$ cat config.mk
export PLATFORM = sky130hd
export DESIGN_NAME = pwm_capture
export DESIGN_NICKNAME = d
export VERILOG_FILES = /design/src/rtl/pwm_capture.sv
export SDC_FILE = /design/constraint.sdc
export NUM_CORES = 1
export LEC_CHECK = 0
export CELL_PAD_IN_SITES_DETAIL_PLACEMENT = 1
export CELL_PAD_IN_SITES_GLOBAL_PLACEMENT = 1
export CORE_MARGIN = 2
export CORE_UTILIZATION = 44
export CTS_CLUSTER_DIAMETER = 150
export DETAILED_ROUTE_END_ITERATION = 10
export HOLD_SLACK_MARGIN = 0.06
export PLACE_DENSITY_LB_ADDON = 0.1
export RECOVER_POWER = 25
export SYNTH_ARGS = -nofsm -noshare
export SYNTH_HDL_FRONTEND = slang
export SYNTH_SLANG_ARGS = --single-unit
$ cat constraint.sdc
create_clock -name clk -period 3.1 [get_ports clk]
set_clock_uncertainty 0.05 [all_clocks]
set_input_delay 0.31 -clock clk [delete_from_list [all_inputs] [get_ports clk]]
set_output_delay 0.31 -clock clk [all_outputs]
set_load 0.005 [all_outputs]
$ cat src/rtl/pwm_capture.sv
// Servo PWM receiver: measures high time (reported as ticks-1, servo in_pwm encoding) and
// rising-to-rising period, flagging out-of-window pulses and loss of signal.
module pwm_capture #(
  parameter int CNT_W         = 20,
  parameter int PULSE_MIN     = 300_000 / 37,
  parameter int PULSE_MAX     = 2_500_000 / 37,
  parameter int PERIOD_MIN    = 18_000_000 / 37,
  parameter int PERIOD_MAX    = 22_000_000 / 37,
  parameter int TIMEOUT_TICKS = 1_000_000
) (
  input  logic             clk,
  input  logic             rst_n,
  input  logic             pin_pwm,
  output logic [CNT_W-1:0] width_out,
  output logic [CNT_W-1:0] period_out,
  output logic             valid,
  output logic             range_err,
  output logic             timeout,
  output logic             sig_lost
);

  localparam logic [CNT_W-1:0] W_MIN   = CNT_W'(PULSE_MIN);
  localparam logic [CNT_W-1:0] W_MAX   = CNT_W'(PULSE_MAX);
  localparam logic [CNT_W-1:0] P_MIN   = CNT_W'(PERIOD_MIN);
  localparam logic [CNT_W-1:0] P_MAX   = CNT_W'(PERIOD_MAX);
  localparam logic [CNT_W-1:0] TO_LAST = CNT_W'(TIMEOUT_TICKS - 1);
  localparam logic [CNT_W-1:0] ONE     = CNT_W'(1);

  typedef enum logic [1:0] {S_IDLE, S_HIGH, S_LOW} state_t;

  function automatic logic out_of_range(input logic [CNT_W-1:0] w,
                                        input logic [CNT_W-1:0] p);
    return (w < W_MIN) || (w > W_MAX) || (p < P_MIN) || (p > P_MAX);
  endfunction

  logic       sync1_q, sync2_q, sync3_q;
  logic [1:0] warm_q;
  logic       rise, fall;

  // Edges are only trusted once sync3 holds a real sample, so a pin already high
  // at reset release does not look like a rising edge.
  always_ff @(posedge clk or negedge rst_n) begin
    if (!rst_n) begin
      sync1_q <= 1'b0;
      sync2_q <= 1'b0;
      sync3_q <= 1'b0;
      warm_q  <= 2'd0;
    end else begin
      sync1_q <= pin_pwm;
      sync2_q <= sync1_q;
      sync3_q <= sync2_q;
      if (warm_q != 2'd3) warm_q <= warm_q + 2'd1;
    end
  end

  assign rise = (warm_q == 2'd3) &&  sync2_q && !sync3_q;
  assign fall = (warm_q == 2'd3) && !sync2_q &&  sync3_q;

  state_t           state_q, state_d;
  logic [CNT_W-1:0] hi_q, hi_d, per_q, per_d;
  logic [CNT_W-1:0] width_q, width_d, period_q, period_d;
  logic             valid_q, valid_d, err_q, err_d, to_q, to_d, lost_q, lost_d;
  logic             to_hit;

  assign to_hit = (per_q == TO_LAST);

  always_comb begin
    state_d  = state_q;
    hi_d     = hi_q;
    per_d    = per_q;
    width_d  = width_q;
    period_d = period_q;
    valid_d  = 1'b0;
    err_d    = err_q;
    to_d     = 1'b0;
    lost_d   = lost_q;
    case (state_q)
      S_IDLE: begin
        if (rise) begin
          state_d = S_HIGH;
          hi_d    = ONE;
          per_d   = ONE;
        end
      end
      S_HIGH: begin
        if (to_hit) begin
          state_d = S_IDLE;
          to_d    = 1'b1;
          lost_d  = 1'b1;
        end else if (fall) begin
          state_d = S_LOW;
          per_d   = per_q + ONE;
        end else begin
          hi_d    = hi_q + ONE;
          per_d   = per_q + ONE;
        end
      end
      S_LOW: begin
        // A rise on the timeout cycle still publishes; the counters never wrap.
        if (rise) begin
          width_d  = hi_q - ONE;
          period_d = per_q;
          valid_d  = 1'b1;
          lost_d   = 1'b0;
          err_d    = out_of_range(hi_q - ONE, per_q);
          state_d  = S_HIGH;
          hi_d     = ONE;
          per_d    = ONE;
        end else if (to_hit) begin
          state_d = S_IDLE;
          to_d    = 1'b1;
          lost_d  = 1'b1;
        end else begin
          per_d   = per_q + ONE;
        end
      end
      default: state_d = S_IDLE;
    endcase
  end

  always_ff @(posedge clk or negedge rst_n) begin
    if (!rst_n) begin
      state_q  <= S_IDLE;
      hi_q     <= '0;
      per_q    <= '0;
      width_q  <= '0;
      period_q <= '0;
      valid_q  <= 1'b0;
      err_q    <= 1'b0;
      to_q     <= 1'b0;
      lost_q   <= 1'b0;
    end else begin
      state_q  <= state_d;
      hi_q     <= hi_d;
      per_q    <= per_d;
      width_q  <= width_d;
      period_q <= period_d;
      valid_q  <= valid_d;
      err_q    <= err_d;
      to_q     <= to_d;
      lost_q   <= lost_d;
    end
  end

  assign width_out  = width_q;
  assign period_out = period_q;
  assign valid      = valid_q;
  assign range_err  = err_q;
  assign timeout    = to_q;
  assign sig_lost   = lost_q;

endmodule
==> reports/metrics.csv <==
stage,metric,value,unit
worst_setup_path,reg2reg setup slack,250,ps
global_route,vias in the first global route,4666,
place,Place WS,326,ps
synth,synthesized netlist cell count,580,
cts,worst skew pair latency,350,ps
status,failing checks,"max-capacitance violations, max-slew violations",
place,Port Buffers,46,
floorplanning,die area,12300,sq um
synth,"top cells by area, synth","dfrtp_1, nand2_1, nor2_1, o21ai_0, xnor2_1",
place,DP HPWL,10200,um
cts,CTS max path bufs,2,
routing,First-pass DRT Iterations,6,
worst_setup_path,CP peak stage delay,580,ps
run,Max Cap Viol,1,
power_and_ir_drop,PD cells,739,nW/um^2
cts,CTS tree,yes,
cts,Root Buffer,clkbuf_16,
global_route,pin count of the biggest net entering global routing,61,
synth,"count leader, synth",nand2_1,
timing,Worst Max-Slew Pin Slew,1590,ps
worst_setup_path,"CP delay by family, top",simple AND/OR/NAND/NOR gates,
power_and_ir_drop,Pleak,0.00254,uW
worst_setup_path,crit path buf inv count,1,
power_and_ir_drop,Design Power,4370,uW
hold_path,Hold EP,sync2_q$_DFF_PN0_,
timing,Final min period,2850,ps
synth,Yosys cell types,58,
global_route,GRT overflow,0,
synth,Synth top area share,0.454,
routing,WL final,14300,um
cts,clock transition at the registers of the reported paths,60,ps
timing,Slew Limit Fails,60,
timing,relative slew slack,-0.0622,
synth,Post-synth top flop,dfrtp_1,
layout,Area Growth Syn to Fin,17.8,%
routing,routed len/inst,18.9,um
worst_setup_path,Critical Path Source Type,flop,
synth,Post-synth EDFFs,0,
worst_setup_path,Slowest cell on crit path,or4b_1,
worst_setup_path,crit path DAT,3010,ps
place,GP Congestion,0.902,
timing,setup violators final,0,
synth,Async SR Flop Fraction,1.00,
layout,Final #Nets,626,
worst_setup_path,crit end category,flop,
hold_path,cell count of the worst hold path,0,
synth,synth warn,0,
floorplanning,core area,11000,sq um
routing,antenna-violating nets left,0,
synth,leading area contributor after synthesis,dfrtp_1,
hold_path,worst hold path class,flop to flop,
routing,vias per std cell,5.93,
worst_setup_path,Crit Path Max Fanout,9,
cts,cts bufs inserted,9,
layout,layout cells sized above 1,0.0634,
worst_setup_path,crit path cell chain,inv_1 -> ha_1 -> or4b_1 -> nor2_1 -> a211oi_1 -> o21ai_0 -> nor4b_1 -> o32ai_1,
floorplanning,die width,111,um
floorplanning,number of core rows,38,
timing,setup_tns,0,ps
power_and_ir_drop,worst IR drop on VDD,0.413,mV
worst_setup_path,Critical R2R Capture,range_err$_DFFE_PN0P_,
timing,PnR worst setup slack,249,ps
timing,final worst path period share,0.920,
routing,DR iter-0 viols,265,
synth,register area share after synthesis,0.454,
worst_setup_path,"Req. time, crit path",3260,ps
status,status,finished with violations,
layout,Post-Layout Inst Area,5910,sq um
routing,via total after detailed routing,4479,
cts,CTS Sinks,91,
floorplanning,Top Ports,47,
timing,hold_ws,314,ps
cts,H-tree depth,3,
timing,Fmax,351,MHz
synth,"flops & latches, synth",91,
worst_setup_path,reg2reg path depth,8,
synth,Netlist Area Pre-Place,5010,sq um
timing,RSZ-0062 raised after global routing,false,
global_route,antenna violations before repair,0,
floorplanning,Die Height,111,um
hold_path,hold path startpoint,sync1_q$_DFF_PN0_,
synth,Synth top cells by count,"nand2_1, dfrtp_1, nor2_1",
synth,Mean Syn Cell Area,8.64,sq um
global_route,Global Route Usage Sum,0.242,
layout,diode count,0,
routing,DRC viols,0,
worst_setup_path,Crit Path Class,flop to flop,
place,"Cell Area, Placed",5630,sq um
worst_setup_path,reg2reg start,hi_q[1]$_DFFE_PN0P_,
global_route,first-pass GRT wire length,24200,um
synth,Mapped Nets,593,
worst_setup_path,Crit. Startpoint,hi_q[1]$_DFFE_PN0P_,
timing,"Hold Violations, Final",0,
floorplanning,initial core utilization,0.456,
==> layout make-up <==
| class | instances | area, sq um |
|---|---|---|
| clock buffer | 9 | 225 |
| multi-input combinational | 436 | 2530 |
| inverter | 10 | 37.5 |
| fill | 1325 | 5070 |
| timing repair buffer | 65 | 613 |
| sequential | 91 | 2280 |
| tap | 140 | 175 |
| clock inverter | 4 | 45.0 |
==> worst max-delay path by stage <==
| stage | to | slack, ps | cells after the start |
|---|---|---|---|
| after global routing | range_err$_DFFE_PN0P_ | 60 | 8 |
| after floorplan | range_err$_DFFE_PN0P_ | 430 | 10 |
| after detailed placement | range_err$_DFFE_PN0P_ | 330 | 8 |
| after CTS | range_err$_DFFE_PN0P_ | 310 | 8 |
| after global placement | range_err$_DFFE_PN0P_ | 470 | 6 |
| final | range_err$_DFFE_PN0P_ | 250 | 8 |
==> where the power goes <==
part	leakage [uW]	internal [uW]	switching, uW	total [uW]
logic	0.00119	763	1010	1770
registers	0.00121	1380	168	1550
clock network	0.000137	607	443	1050
==> cells by family after synthesis <==
| group | count (synthesis) | share of synthesized area |
|---|---|---|
| buffers and inverters | 53 | 0.0402 |
| XOR/XNOR | 29 | 0.0507 |
| multiplexers | 7 | 0.0145 |
| adder cells (fa/ha/maj) | 10 | 0.0250 |
| AND/OR/NAND/NOR | 273 | 0.264 |
| flip-flops | 91 | 0.454 |
| AO/OA/AOI/OAI | 117 | 0.151 |
==> placed cells by master, fill, tap and decap left out, types with 6 or more instances in the layout <==
| cell | synthesis | layout |
|---|---|---|
| a21oi_1 | 17 | 17 |
| nand3_1 | 22 | 22 |
| a31oi_1 | 10 | 10 |
| dfrtp_1 | 91 | 91 |
| ha_1 | 10 | 10 |
| clkdlybuf4s50_1 | 0 | 44 |
| nor4_1 | 9 | 9 |
| nor3_1 | 15 | 15 |
| nor2_1 | 52 | 52 |
| o21ai_0 | 38 | 38 |
| xnor2_1 | 18 | 18 |
| clkbuf_16 | 0 | 9 |
| xor2_1 | 11 | 11 |
| inv_1 | 9 | 9 |
| o31ai_1 | 12 | 12 |
| nand2_1 | 110 | 110 |
| nand4_1 | 18 | 18 |
| nand2b_1 | 6 | 6 |
| buf_4 | 0 | 17 |
| o41ai_1 | 7 | 7 |
==> per-stage QoR <==
step	utilization	cells
floorplan	-	580
global placement	0.513	741
detailed placement	0.513	741
CTS	0.538	755
global route	0.538	755
finish	0.538	755
==> registers in the layout (all words and copies together), names as in the netlist <==
signal,flops
timeout,1
width_out,20
sync2_q,1
range_err,1
per_q,20
valid,1
sync3_q,1
period_out,20
sync1_q,1
sig_lost,1
hi_q,20
state_q,2
warm_q,2
==> repair_timing <==
item                                    CTS  global route
resized for setup                         0             0
hold buffers                              1             0
endpoints found under the setup margin    0             0
buffers inserted                          0             0
endpoints found under the hold margin    59             0
==> layer usage <==
layer	vias to the layer above	GRT usage	part of all wire
li1	2124	-	-
met1	2214	0.347	0.48
met2	119	0.358	0.44
met3	22	0.0558	0.060
met4	0	0.0925	0.018
met5	-	0	0
(Power assumes the default switching activity.)
